### src/rtl/ram_pkg.sv
`default_nettype none
// ============================================================================
// Module   : ram_pkg
// Purpose  : Shared types and helpers for the N-way synchronous-read data RAM.
//            Optional feature macro: RAM_NWAY_PARITY_EN (byte parity helper).
// Revision : 1.0 - initial release
// ============================================================================
package ram_pkg;

  // Sequencer states: CLEAR zeroes the array, READY serves requests
  typedef enum logic [0:0] {
    CLEAR = 1'b0,
    READY = 1'b1
  } state_t;

  // Number of sets addressed by an aw-bit set address
  function automatic int depth_of(input int aw);
    return 1 << aw;
  endfunction

  // Number of byte lanes in a dw-bit word
  function automatic int bwidth_of(input int dw);
    return dw / 8;
  endfunction

  // Even-parity bit of one byte (XOR of all bits)
  function automatic logic byte_parity(input logic [7:0] b);
    return ^b;
  endfunction

endpackage
`default_nettype wire

### src/rtl/ram_way_bank.sv
`default_nettype none
// ============================================================================
// Module   : ram_way_bank
// Purpose  : One way of the data RAM: DEPTH x DWIDTH array with byte-enable
//            write and a read port on the shared set address.
//            Optional feature macro: RAM_NWAY_PARITY_EN adds per-byte parity
//            storage and a per-way parity error flag on the read data.
// Revision : 1.0 - initial release
// ============================================================================
module ram_way_bank
  import ram_pkg::*;
#(
  parameter int AWIDTH = 3,
  parameter int DWIDTH = 32
) (
  input  logic                  clock,
  input  logic                  we,
  input  logic [AWIDTH-1:0]     addr,
  input  logic [DWIDTH/8-1:0]   be,
  input  logic [DWIDTH-1:0]     din,
`ifdef RAM_NWAY_PARITY_EN
  output logic                  par_err,
`endif
  output logic [DWIDTH-1:0]     rd_data
);

  localparam int DEPTH  = depth_of(AWIDTH);
  localparam int BWIDTH = bwidth_of(DWIDTH);

  logic [DWIDTH-1:0] mem [DEPTH];

  // Byte-lane write; the array itself has no reset, the top-level clear
  // sequencer zeroes it after every reset
  always_ff @(posedge clock) begin
    for (int b = 0; b < BWIDTH; b++) begin
      if (we && be[b]) mem[addr][b*8 +: 8] <= din[b*8 +: 8];
    end
  end

  // The top registers this value into dout, so the read data here is a
  // plain array lookup on the (registered-at-the-edge) set address
  assign rd_data = mem[addr];

`ifdef RAM_NWAY_PARITY_EN
  logic [BWIDTH-1:0] par_mem [DEPTH];

  // Parity bit travels with its byte, including the all-zero clear writes
  always_ff @(posedge clock) begin
    for (int b = 0; b < BWIDTH; b++) begin
      if (we && be[b]) par_mem[addr][b] <= byte_parity(din[b*8 +: 8]);
    end
  end

  // Any byte whose recomputed parity disagrees with the stored bit flags the way
  always_comb begin
    par_err = 1'b0;
    for (int b = 0; b < BWIDTH; b++) begin
      par_err = par_err | (byte_parity(rd_data[b*8 +: 8]) ^ par_mem[addr][b]);
    end
  end
`endif

endmodule
`default_nettype wire

### src/rtl/ram_sync_read_nway.sv
`default_nettype none
// ============================================================================
// Module   : ram_sync_read_nway
// Purpose  : N-way data RAM for the L1 set-associative cache. A read returns
//            all ways of one set in parallel one cycle later; writes hit any
//            subset of ways with byte enables. A clear sequencer zeroes the
//            array after reset before requests are accepted.
//            Optional feature macro: RAM_NWAY_PARITY_EN (per-byte parity,
//            parity_err output).
// Revision : 1.0 - initial release
// ============================================================================
module ram_sync_read_nway
  import ram_pkg::*;
#(
  parameter int AWIDTH = 3,
  parameter int DWIDTH = 32,
  parameter int NWAYS  = 2
) (
  input  logic                      clock,
  input  logic                      reset_n,
  input  logic                      req,
  input  logic                      we,
  input  logic [AWIDTH-1:0]         addr,
  input  logic [NWAYS-1:0]          way_sel,
  input  logic [DWIDTH/8-1:0]       be,
  input  logic [DWIDTH-1:0]         din,
  output logic [NWAYS*DWIDTH-1:0]   dout,
  output logic                      dout_valid,
`ifdef RAM_NWAY_PARITY_EN
  output logic [NWAYS-1:0]          parity_err,
`endif
  output logic                      ready
);

  localparam int                 DEPTH  = depth_of(AWIDTH);
  localparam int                 BWIDTH = bwidth_of(DWIDTH);
  localparam logic [AWIDTH-1:0]  LAST   = AWIDTH'(DEPTH - 1);

  state_t                    state;
  logic [AWIDTH-1:0]         clr_cnt;
  logic                      clearing;
  logic                      rd_accept;
  logic                      wr_accept;
  logic [AWIDTH-1:0]         bank_addr;
  logic [BWIDTH-1:0]         bank_be;
  logic [DWIDTH-1:0]         bank_din;
  logic [NWAYS-1:0]          bank_we;
  logic [NWAYS*DWIDTH-1:0]   rd_all;
`ifdef RAM_NWAY_PARITY_EN
  logic [NWAYS-1:0]          rd_par_err;
`endif

  assign clearing  = (state == CLEAR);
  assign rd_accept = (state == READY) && req && !we;
  assign wr_accept = (state == READY) && req && we;

  // While clearing, the sequencer owns the array: every way, every byte, data 0
  always_comb begin
    bank_addr = addr;
    bank_be   = be;
    bank_din  = din;
    bank_we   = {NWAYS{wr_accept}} & way_sel;
    if (clearing) begin
      bank_addr = clr_cnt;
      bank_be   = '1;
      bank_din  = '0;
      bank_we   = '1;
    end
  end

  for (genvar k = 0; k < NWAYS; k++) begin : g_way
    ram_way_bank #(
      .AWIDTH (AWIDTH),
      .DWIDTH (DWIDTH)
    ) u_bank (
      .clock   (clock),
      .we      (bank_we[k]),
      .addr    (bank_addr),
      .be      (bank_be),
      .din     (bank_din),
`ifdef RAM_NWAY_PARITY_EN
      .par_err (rd_par_err[k]),
`endif
      .rd_data (rd_all[k*DWIDTH +: DWIDTH])
    );
  end

  // Clear sequencer plus registered read outputs; dout only moves on an
  // accepted read so later writes never disturb a returned line
  always_ff @(posedge clock or negedge reset_n) begin
    if (!reset_n) begin
      state      <= CLEAR;
      clr_cnt    <= '0;
      ready      <= 1'b0;
      dout       <= '0;
      dout_valid <= 1'b0;
`ifdef RAM_NWAY_PARITY_EN
      parity_err <= '0;
`endif
    end else begin
      dout_valid <= 1'b0;
      case (state)
        CLEAR: begin
          clr_cnt <= clr_cnt + AWIDTH'(1);
          if (clr_cnt == LAST) begin
            state <= READY;
            ready <= 1'b1;
          end
        end
        READY: begin
          if (rd_accept) begin
            dout       <= rd_all;
            dout_valid <= 1'b1;
`ifdef RAM_NWAY_PARITY_EN
            parity_err <= rd_par_err;
`endif
          end
        end
        default: begin
          state <= CLEAR;
          ready <= 1'b0;
        end
      endcase
    end
  end

endmodule
`default_nettype wire
### config.mk
export PLATFORM = sky130hd
export DESIGN_NAME = ram_sync_read_nway
export DESIGN_NICKNAME = d
export VERILOG_FILES = /design/src/rtl/ram_pkg.sv /design/src/rtl/ram_way_bank.sv /design/src/rtl/ram_sync_read_nway.sv
export SDC_FILE = /design/constraint.sdc
export NUM_CORES = 1
export LEC_CHECK = 0
export BUFFER_PORTS_ARGS = -buffer_cell sky130_fd_sc_hd__buf_2
export CAP_MARGIN = 20
export CELL_PAD_IN_SITES_DETAIL_PLACEMENT = 1
export CELL_PAD_IN_SITES_GLOBAL_PLACEMENT = 1
export CORE_MARGIN = 2
export CORE_UTILIZATION = 56
export DETAILED_ROUTE_END_ITERATION = 6
export HOLD_SLACK_MARGIN = 0.15
export PLACE_DENSITY = 0.91
export SYNTH_ARGS = -nofsm -noshare
export SYNTH_HDL_FRONTEND = slang
export SYNTH_SLANG_ARGS = --single-unit
### constraint.sdc
create_clock -name clock -period 5.25 [get_ports clock]
set_input_delay 0.7875 -clock clock [delete_from_list [all_inputs] [get_ports clock]]
set_output_delay 0.7875 -clock clock [all_outputs]
set_load 0.02 [all_outputs]
Word-level counts from Yosys, hierarchy flattened
Memory sizes are Yosys's and may differ from the RTL's. A register that Yosys moved wholly into a read port is not among the register bits. Cells that the tools add are included.

$add $sub $neg: 1. Equal/unequal tests: 1. Multiplexer cells: 24. Bitwise gates (word level): 2. Reductions and logical operators: 16.

Operator list (number): 2-to-1 mux 32 bit (1); 2-to-1 mux 1 bit (20); logical AND 1 bit (11); 2-to-1 mux 4 bit (1); AND reduction 2 bit (2); adder 3 x 1 -> 3 bit (second input constant) (1); == test 3 bit (second input constant) (1); zero test 1 bit (3); 2-to-1 mux 3 bit (1); AND 2 bit (1); 2-to-1 mux 2 bit (1); inverter 1 bit (1).

Bits in registers: 6. Memory bits (writable): 512. Bits of input ports: 45. Word-level logic and storage cells: 50. Memories kept: 2.

Memories: g_way[0].u_bank.mem (depth 8, width 32, rd ports 1, clocked after memory_dff 1, write ports 1, RTL line ram_way_bank.sv:30) `logic [DWIDTH-1:0] mem [DEPTH];`; g_way[1].u_bank.mem (depth 8, width 32, rd ports 1, clocked after memory_dff 1, write ports 1, RTL line ram_way_bank.sv:30).

Depth between registers and ports, before layout
Gate-level depths: netlist of the first run.

Depth in word-level cells: 7. Gate-level depth with buffers: 9. Gate-level depth less buffers: 5.

By module
From an unflattened synthesis of the first run, not the netlist that was laid out.

Cell total of the unflattened synthesis: 1033. Area, all modules: 22853.2 um^2.

By module, submodules not included: ram_way_bank (times used 2, cells an instance 417, area an instance 9864.5 um^2, seq. area each 7687.4 um^2); ram_sync_read_nway (times used 1, cells an instance 199, area an instance 3124.2 um^2, seq. area each 1751.7 um^2).

Worst setup path before layout of the first run
No wires, ideal clock.

Path type: in2reg. Start: input port addr[2]. End: memory g_way[0].u_bank.mem[0][0], enable pin. Arrival: 2191 ps. Data required time: 4880 ps. Path slack: 2688 ps. Stages on the path: 6. Buffers on the path: 2. Path through: buf_2 > nor3b_1 > nor2b_1 > clkbuf_1 > nor2_1 > nor2_1.

Longest elaborated chain between the ends: 1.

RTL lines: start, declared (RTL line ram_sync_read_nway.sv:23) `input logic [AWIDTH-1:0] addr,`; 2-to-1 mux 3 bit (RTL line ram_sync_read_nway.sv:63) `if (clearing) begin`; end, declared (RTL line ram_way_bank.sv:30).

No other way between the ends.

Final worst setup path of the first run
Start: register state. End: memory g_way[1].u_bank.mem[0][23], enable pin.

Longest elaborated chain between the ends: 7. Elaborated cells between the ends (all ways): 9.

RTL lines: start, declared (RTL line ram_sync_read_nway.sv:39) `state_t state;`; start signal, assigned (RTL line ram_sync_read_nway.sv:92) `state <= CLEAR;`; start signal, assigned (RTL line ram_sync_read_nway.sv:106) `state <= READY;`; start signal, assigned (RTL line ram_sync_read_nway.sv:120) `state <= CLEAR;`; logical AND 1 bit (2 in a row) (RTL line ram_sync_read_nway.sv:55) `assign wr_accept = (state == READY) && req && we;`; AND 2 bit (RTL line ram_sync_read_nway.sv:62) `bank_we = {NWAYS{wr_accept}} & way_sel;`; 2-to-1 mux 2 bit (RTL line ram_sync_read_nway.sv:63); logical AND 1 bit (RTL line ram_way_bank.sv:36) `if (we && be[b]) mem[addr][b*8 +: 8] <= din[b*8 +: 8];`; 2-to-1 mux 1 bit (RTL line ram_way_bank.sv:36); 2-to-1 mux 1 bit (not written as such) (RTL line ram_way_bank.sv:36); end, declared (RTL line ram_way_bank.sv:30).

Parallel ways exist; a longest one is shown, timed or not.

==> impl_metrics.yaml, run 1 <==
outcome:
  outcome: "finished clean"
cells_and_area:
  final_area_mm2: 0.0253
  layout_common_cells: "512 x edfxtp_1, 125 x nor2_1, 125 x nand2_1, 109 x buf_2, 69 x dfrtp_1"
  syn2layout_area_growth_pct: 12.7
  finalNetCount: 1574
  drive_gt1_frac: 0.161
  fillCellCount: 3588
  final_common_cell: "edfxtp_1"
  layoutNonFillerInstCount: 2099
floorplan:
  core_area_mm2: 0.0396
  fp.dieArea_mm2: 0.0416
  initial_core_util: 0.566
  fp.dieH_um: 204
  die_width_um: 204
  ioPinCount: 111
  rows: 73
yosys:
  synthAdderAreaFrac: 0.00112
  synth_area_per_cell_um2: 15.7
  muxShareOfSynthArea: 0.0375
  yosys.area_share.simple: 0.0572
  synth_nets: 1478
  synthesis.yosys.warnings: 0
  synth_xor_area_frac: 0.000391
  syn_inst: 1431
  yosysSeqAreaShare: 0.764
  ys_dominant_reg_cell: "edfxtp_1"
  synth_top_family_by_area: "compound AO/OA/AOI/OAI gates"
  synth_area_mm2: 0.0224
  ys_types: 52
  async_flop_share: 0.120
  synth-edff-count: 512
  postSynthRegisterBits: 582
  synth-compound-area-share: 0.116
placement:
  dpl.cell_count: 1991
  hpwl_um: 42900
  gp_congestion: 0.813
  port_buffers: 110
  placed_area_mm2: 0.0234
critical_path:
  crit_path_max_fanout: 38
  required_ns: 5.49
  reg2regPathDepth: 4
  startpoint_type: "flip-flop"
  crit_start: "state"
  endpoint_kind: "flip-flop"
  critical_path_class: "reg -> reg"
  arrival_ns: 4.11
  r2r-start: "state"
sta:
  fin_crit_sh: 0.737
  slew-limit-headroom: 0.149
  maxSlewViolCount: 0
  whs_ns: 0.215
  clock.fmax_mhz: 258
  setup_tns_ns: 0
  grt_setup_unrepaired: "no"
  fin_crit_ns: 3.87
  finalHoldViolCount: 0
  tightest_slew_ns: 1.28
  setup_violations: 0
  finClkSkew_ns: 0.0205
detailed_routing:
  route.detailed.drc: 0
  routed_wl_um: 71500
  postRouteAntennaNets: 0
  vias: 14500
  wl_per_cell_um: 34.1
  dr.pass1.iters: 5
  drt_iter0_drc: 1716
  avgViaCountPerCell: 6.93
cts:
  numCtsBuffers: 55
  cts_tree: "built"
  clockRootBuffer: "clkbuf_16"
  clkTransAtPathRegs_ns: 0.06
  worstSkewPairLatency_ns: 0.62
  holdBufCountCts: 0
  cts.sinks: 582
  cts_resized: 0
  h-tree-depth: 2
  clockBufferDepth: 3
  post-cts-setup-buffers: 0
hold_path:
  hold_class: "in -> async"
job:
  drv_cap: 0
global_routing:
  grt_use_total: 0.345
  gr-total-overflow: 0
  grt_max_degree: 70
  grt_pass1_wl_um: 102000
  grt_pass1_vias: 15200
  antenna_found_initial: 0
pwr:
  p_per_area_mw_per_mm2: 392
  p_leak_nw: 8.59
  vdd.ir_drop.worst_mv: 0.341
[cells by family (layout without fill, tap and decap cells)]
family                   after synthesis  in the layout
AND/OR/NAND/NOR                      303            303
buffers and inverters                100            242
adder cells (fa/ha/maj)                2              2
flip-flops                           582            582
XOR/XNOR                               1              1
AO/OA/AOI/OAI                        364            364
other                                  0              1
multiplexers                          79             79
[Yosys cell counts, types with 33 or more instances]
| cell | n | area, um^2 |
|---|---|---|
| edfxtp_1 | 512 | 15400 |
| nand2_1 | 125 | 469 |
| nor2_1 | 125 | 469 |
| dfrtp_1 | 70 | 1750 |
| a22oi_1 | 64 | 480 |
| a21oi_1 | 54 | 270 |
| a221oi_1 | 50 | 438 |
| mux2i_1 | 48 | 480 |
| buf_2 | 43 | 215 |
| o21ai_0 | 43 | 215 |
| clkbuf_1 | 38 | 143 |
| and2_1 | 33 | 206 |
[routing by layer]
| metal | track usage | share of wire | vias to the layer above | wire length (um) |
|---|---|---|---|---|
| met4 | 0.166 | 0.049 | 0 | 3510 |
| met1 | 0.438 | 0.36 | 7471 | 25900 |
| met5 | 0 | 0 | - | 0 |
| li1 | - | - | 5767 | - |
| met3 | 0.0622 | 0.093 | 253 | 6670 |
| met2 | 0.579 | 0.50 | 1054 | 35400 |
[critical path, cell delays in order (launching register included)]
cell     delay, ns
dfrtp_2       0.96
nor3b_1       0.49
nor2b_1       0.79
nor2_1        0.51
nor2_1        0.74
[flip-flops by register name (all words and copies together), names as in the netlist]
signal,count
g_way.u_bank.mem,512
dout,64
clr_cnt,3
dout_valid,1
ready,1
state,1
[area by class of cell]
type / count / area (um^2) / share of cell area
flip-flops and latches: 582 / 17100 / 0.678
multi-input cells: 749 / 4870 / 0.193
clock buffers: 81 / 1640 / 0.0648
repair buffers: 135 / 808 / 0.0320
well taps: 525 / 657 / 0.0260
clock inverters: 22 / 149 / 0.00589
inverters: 4 / 15.0 / 0.000594
diodes: 1 / 2.50 / 0.0000991
[final timing paths]
path | end | slack [ns]
max | g_way[1].u_bank.mem[0][23] | 1.38
min | dout[42] | 0.22
max reg2reg | g_way[1].u_bank.mem[0][23] | 1.38
min reg2reg | ready | 0.49
max in group asynchronous | dout[29] | 3.96
min in group clock | ready | 0.49
[power breakdown]
part | switching (mW) | total (mW) | internal, mW
Sequential | 0.0646 | 5.18 | 5.12
Combinational | 0.522 | 0.734 | 0.211
Clock | 1.74 | 3.99 | 2.25
[stage by stage]
step                setup slack [ns]  utilization  power [mW]
floorplan                       2.69            -        5.66
global placement                1.90        0.589        5.93
detailed placement              1.57        0.590        5.99
CTS                             1.55        0.635        9.85
global route                    1.26        0.637        10.1
finish                          1.38        0.637        9.90
Power figures use the tool's default switching activity.
==> run 2, diff against run 1 <==
--- a/config.mk
+++ b/config.mk
@@ -10,10 +10,10 @@
 export CELL_PAD_IN_SITES_DETAIL_PLACEMENT = 1
 export CELL_PAD_IN_SITES_GLOBAL_PLACEMENT = 1
 export CORE_MARGIN = 2
-export CORE_UTILIZATION = 56
+export CORE_UTILIZATION = 47
 export DETAILED_ROUTE_END_ITERATION = 6
 export HOLD_SLACK_MARGIN = 0.15
-export PLACE_DENSITY = 0.91
+export PLACE_DENSITY = 0.82
 export SYNTH_ARGS = -nofsm -noshare
 export SYNTH_HDL_FRONTEND = slang
 export SYNTH_SLANG_ARGS = --single-unit
==> constraint.sdc (replaced) <==
create_clock -name clock -period 3.24 [get_ports clock]
set_input_delay 0.486 -clock clock [delete_from_list [all_inputs] [get_ports clock]]
set_output_delay 0.486 -clock clock [all_outputs]
set_load 0.02 [all_outputs]
==> run 2 against run 1 <==
  * Combinational power grew 61%
  * Register-to-register slack got worse by 0.93 ns
  * Flip-flop and latch count unchanged
  * Routed wire length down 5.9%
==> impl_metrics.yaml, run 2 (synthesized netlist as in run 1, its figures left out) <==
outcome:
  outcome: "finished clean"
cells_and_area:
  multi_input_area_mm2: 0.00484
  drive_gt1_frac: 0.190
  insertedDiodeCount: 0
  top_regs: "g_way.u_bank.mem (512), dout (64), clr_cnt (3)"
  largest_register: "g_way.u_bank.mem"
  fillCellCount: 4525
  largest_reg_flops: 512
  layout_common_cells: "512 x edfxtp_1, 125 x nor2_1, 125 x nand2_1, 109 x buf_2, 69 x dfrtp_1"
  final-seq-area_mm2: 0.0171
  finalNetCount: 1624
  syn2layout_area_growth_pct: 15.4
  final_common_cell: "edfxtp_1"
sta:
  fin_crit_sh: 0.861
  setup_tns_ns: 0
  maxSlewViolCount: 0
  clock.fmax_mhz: 359
  finalHoldViolCount: 0
  finClkSkew_ns: 0.0162
  grt_setup_unrepaired: "no"
  fin_crit_ns: 2.79
  tightest_slew_ns: 1.16
  slew-limit-headroom: 0.227
  setup_violations: 0
cts:
  numCtsBuffers: 55
  clockBufferDepth: 3
  post-cts-setup-buffers: 0
  worstSkewPairLatency_ns: 0.62
  h-tree-depth: 2
  clkTransAtPathRegs_ns: 0.06
  cts_tree: "built"
  clockRootBuffer: "clkbuf_16"
  cts.sinks: 582
global_routing:
  grt_pass1_wl_um: 99100
  grt_max_degree: 55
  gr-total-overflow: 0
  grt_use_total: 0.273
  grt_pass1_vias: 15300
  antenna_found_initial: 0
pwr:
  finalPower_mw: 16.4
  vdd.ir_drop.worst_mv: 0.362
  p_leak_nw: 8.88
  p_per_area_mw_per_mm2: 634
detailed_routing:
  postRouteAntennaNets: 0
  route.detailed.drc: 0
  routed_wl_um: 67300
  wl_per_cell_um: 30.1
  avgViaCountPerCell: 6.37
  vias: 14300
  dr.pass1.iters: 5
  drt_iter0_drc: 1692
critical_path:
  critical_path_class: "reg -> reg"
  crit_start: "state"
  startpoint_type: "flip-flop"
  required_ns: 3.47
  arrival_ns: 3.02
  endpoint_kind: "flip-flop"
  r2r-start: "state"
  crit_path_max_fanout: 8
  reg2reg_slack_ns: 0.45
hold_path:
  hold_class: "reg -> reg"
  min_from: "ready"
placement:
  port_buffers: 110
  gp_congestion: 0.823
  hpwl_um: 41100
floorplan:
  die_width_um: 222
  core_area_mm2: 0.0474
  fp.dieArea_mm2: 0.0495
  fp.dieH_um: 222
  ioPinCount: 111
  initial_core_util: 0.472
  rows: 80
job:
  drv_cap: 0
[run 2: what timing repair did]
item | 4_1_cts | 5_1_grt
hold buffers | 1 | 0
resized for setup | 0 | 0
hold endpoints to repair | 41 | 0
[run 2: where the power goes]
part	internal, mW	switching, mW	total, mW
clock network	3.98	2.84	6.82
registers	8.29	0.108	8.40
logic	0.361	0.815	1.18
total	12.6	3.76	16.4
[run 2: per-layer routing]
| metal | up-vias | part of all wire | wire length [um] | GRT usage |
|---|---|---|---|---|
| met2 | 801 | 0.50 | 33300 | 0.462 |
| met3 | 213 | 0.084 | 5630 | 0.0480 |
| met4 | 0 | 0.042 | 2850 | 0.112 |
| met1 | 7375 | 0.38 | 25500 | 0.352 |
| met5 | - | 0 | 0 | 0 |
| li1 | 5874 | - | - | - |
[run 2: final timing paths]
path,endpoint,depth (start not counted)
worst max-delay path,g_way[1].u_bank.mem[0][13],4
max in group asynchronous,dout[6],3
worst min-delay path,ready,1
min in group asynchronous,dout[51],2
worst max register to register,g_way[1].u_bank.mem[0][13],4
worst min register to register,ready,1
[run 2: critical path, stage by stage (launching register included)]
cell     delay [ns]
dfrtp_2        0.41
nor3b_1        0.52
nor2b_1        0.31
nor2_1         0.31
nor2_1         0.85
[run 2: area by class of cell]
| cell class | count | share of cell area |
|---|---|---|
| Multi-Input combinational cell | 749 | 0.187 |
| Sequential cell | 582 | 0.662 |
| Inverter | 4 | 0.000581 |
| Tap cell | 615 | 0.0298 |
| Clock inverter | 28 | 0.0140 |
| Clock buffer | 75 | 0.0596 |
| Timing Repair Buffer | 185 | 0.0466 |
[run 2: per-stage QoR]
| step | worst slack [ns] | utilization | std cells | instance area (um^2) | hold WS, ns |
|---|---|---|---|---|---|
| 3_5_place_dp | 0.417 | 0.505 | 2134 | 23900 | 0.456 |
| 6_report | 0.452 | 0.545 | 2238 | 25900 | 0.473 |
| 4_1_cts | 0.579 | 0.545 | 2238 | 25900 | 0.482 |
| 3_3_place_gp | 0.625 | 0.505 | 2134 | 23900 | 0.459 |
| 2_1_floorplan | 0.980 | - | 1431 | 22400 | 0.190 |
| 5_1_grt | 0.425 | 0.545 | 2238 | 25900 | 0.499 |
==> run 3, diff against run 2 <==
--- a/config.mk
+++ b/config.mk
@@ -9,7 +9,7 @@
 export CAP_MARGIN = 20
 export CELL_PAD_IN_SITES_DETAIL_PLACEMENT = 1
 export CELL_PAD_IN_SITES_GLOBAL_PLACEMENT = 1
-export CORE_MARGIN = 2
+export CORE_MARGIN = 3
 export CORE_UTILIZATION = 47
 export DETAILED_ROUTE_END_ITERATION = 6
 export HOLD_SLACK_MARGIN = 0.15
==> run 3 against run 2 <==
  * Count of clock-buffer cells in the layout grew 2
  * Worst hold slack gained 0.030 ns
  * First-iteration DRC count grew 4.6%
  * Routed wire length grew 0.65%
  * Non-clock buffer count grew 9
  * Combinational power is essentially flat
  * Critical path type unchanged
  * Clock skew shrank 0.0042 ns
  * Highest routed layer is now met5
  * Sequential power is essentially flat
==> impl_metrics.yaml, run 3 (synthesized netlist as in run 1, its figures left out) <==
critical_path:
  required_ns: 3.45
  endpoint_kind: "flip-flop"
  critical_path_class: "reg -> reg"
  crit_path_max_fanout: 17
  startpoint_type: "flip-flop"
  arrival_ns: 3.22
  reg2regPathDepth: 3
job:
  drv_cap: 0
cells_and_area:
  largest_register: "g_way.u_bank.mem"
  top_regs: "g_way.u_bank.mem (512), dout (64), clr_cnt (3)"
  largest_reg_flops: 512
  drive_gt1_frac: 0.197
  finalNetCount: 1634
  layout_common_cells: "512 x edfxtp_1, 125 x nor2_1, 125 x nand2_1, 110 x buf_2, 78 x buf_4"
  syn2layout_area_growth_pct: 15.7
  final_common_cell: "edfxtp_1"
floorplan:
  ioPinCount: 111
  core_area_mm2: 0.0469
  die_width_um: 224
  initial_core_util: 0.478
  fp.dieH_um: 224
  rows: 79
  fp.dieArea_mm2: 0.0504
global_routing:
  grt_max_degree: 50
  gr-total-overflow: 0
  grt_pass1_wl_um: 99900
  antenna_found_initial: 2
  grt_pass1_vias: 15200
  grt_use_total: 0.269
cts:
  cts_tree: "built"
  worstSkewPairLatency_ns: 0.60
  clkTransAtPathRegs_ns: 0.06
  cts.sinks: 582
  clockRootBuffer: "clkbuf_16"
  h-tree-depth: 2
  numCtsBuffers: 56
  clockBufferDepth: 3
  post-cts-setup-buffers: 0
  cts_resized: 0
pwr:
  p_leak_nw: 8.97
  vdd.ir_drop.worst_mv: 0.450
  finalPower_mw: 16.5
  p_per_area_mw_per_mm2: 634
sta:
  slew-limit-headroom: 0.214
  finClkSkew_ns: 0.0119
  grt_setup_unrepaired: "no"
  tightest_slew_ns: 1.17
  fin_crit_sh: 0.928
  setup_tns_ns: 0
  fin_crit_ns: 3.01
  maxSlewViolCount: 0
  setup_violations: 0
  clock.fmax_mhz: 333
  finalHoldViolCount: 0
detailed_routing:
  route.detailed.drc: 0
  drt_iter0_drc: 1770
  wl_per_cell_um: 30.2
  vias: 14200
  postRouteAntennaNets: 0
  routed_wl_um: 67700
  avgViaCountPerCell: 6.34
  dr.pass1.iters: 5
placement:
  port_buffers: 110
  hpwl_um: 42000
  gp_congestion: 0.828
outcome:
  outcome: "finished clean"
hold_path:
  min_path_cells: 1
  hold_class: "reg -> reg"
## run 3: cell types whose count changed in the layout (fill, tap and decap cells not counted)
cell / delta
buf_12: -2
buf_2: +1
buf_4: +10
clkbuf_1: -4
clkbuf_16: +1
clkbuf_8: +5
clkinv_2: +4
clkinv_8: -1
clkinvlp_4: -3
diode_2: +1
inv_6: -1
## run 3: metal layers
| layer | vias to the layer above | wire length, um | share of wire | global-route usage |
|---|---|---|---|---|
| li1 | 5879 | - | - | - |
| met1 | 7390 | 25600 | 0.38 | 0.355 |
| met2 | 781 | 34000 | 0.50 | 0.459 |
| met3 | 160 | 5990 | 0.088 | 0.0461 |
| met4 | 2 | 2230 | 0.033 | 0.0861 |
| met5 | - | 7 | 0.00010 | 0 |
## run 3: power breakdown
| group | internal (mW) | leakage, nW | switching, mW |
|---|---|---|---|
| clock | 4.12 | 0.969 | 2.77 |
| sequential | 8.29 | 5.39 | 0.0968 |
| combinational | 0.359 | 2.61 | 0.808 |
| total | 12.8 | 8.97 | 3.68 |
## run 3: final timing paths
path / start / endpoint / slack, ns
max: state / g_way[0].u_bank.mem[1][3] / 0.23
max reg2reg: state / g_way[0].u_bank.mem[1][3] / 0.23
max in group asynchronous: reset_n / dout[37] / 1.90
min reg2reg: dout[3] / dout[3] / 0.50
min in group asynchronous: reset_n / dout[49] / 0.56
min: dout[3] / dout[3] / 0.50
## run 3: area by class of cell
type / count / area, um^2
fill: 4408 / 20900
sequential: 582 / 17100
multi-input combinational: 749 / 4840
clock buffer: 77 / 1620
timing repair buffer: 194 / 1250
tap: 607 / 759
clock inverter: 27 / 335
inverter: 4 / 15.0
antenna: 1 / 2.50
## run 3: timing repair
action,4_1_cts,5_1_grt
setup endpoints to repair,0,0
hold buffers,1,0
endpoints found under the hold margin,47,0
## run 3: through the flow
| stage | utilization | std cells | hold WS (ns) | instance area, um^2 | worst slack [ns] |
|---|---|---|---|---|---|
| after global routing | 0.554 | 2241 | 0.531 | 25900 | 0.134 |
| after global placement | 0.512 | 2134 | 0.483 | 24000 | 0.660 |
| after detailed placement | 0.512 | 2135 | 0.492 | 24000 | 0.379 |
| after CTS | 0.554 | 2240 | 0.502 | 25900 | 0.333 |
| after floorplan | - | 1431 | 0.190 | 22400 | 0.980 |
| final | 0.554 | 2241 | 0.503 | 25900 | 0.233 |
## run 3: critical path, cell delays in order, from the launching register on
cell     delay (ns)
dfrtp_2        0.68
nor3b_1        0.46
a21oi_1        0.45
nor2_1         1.02
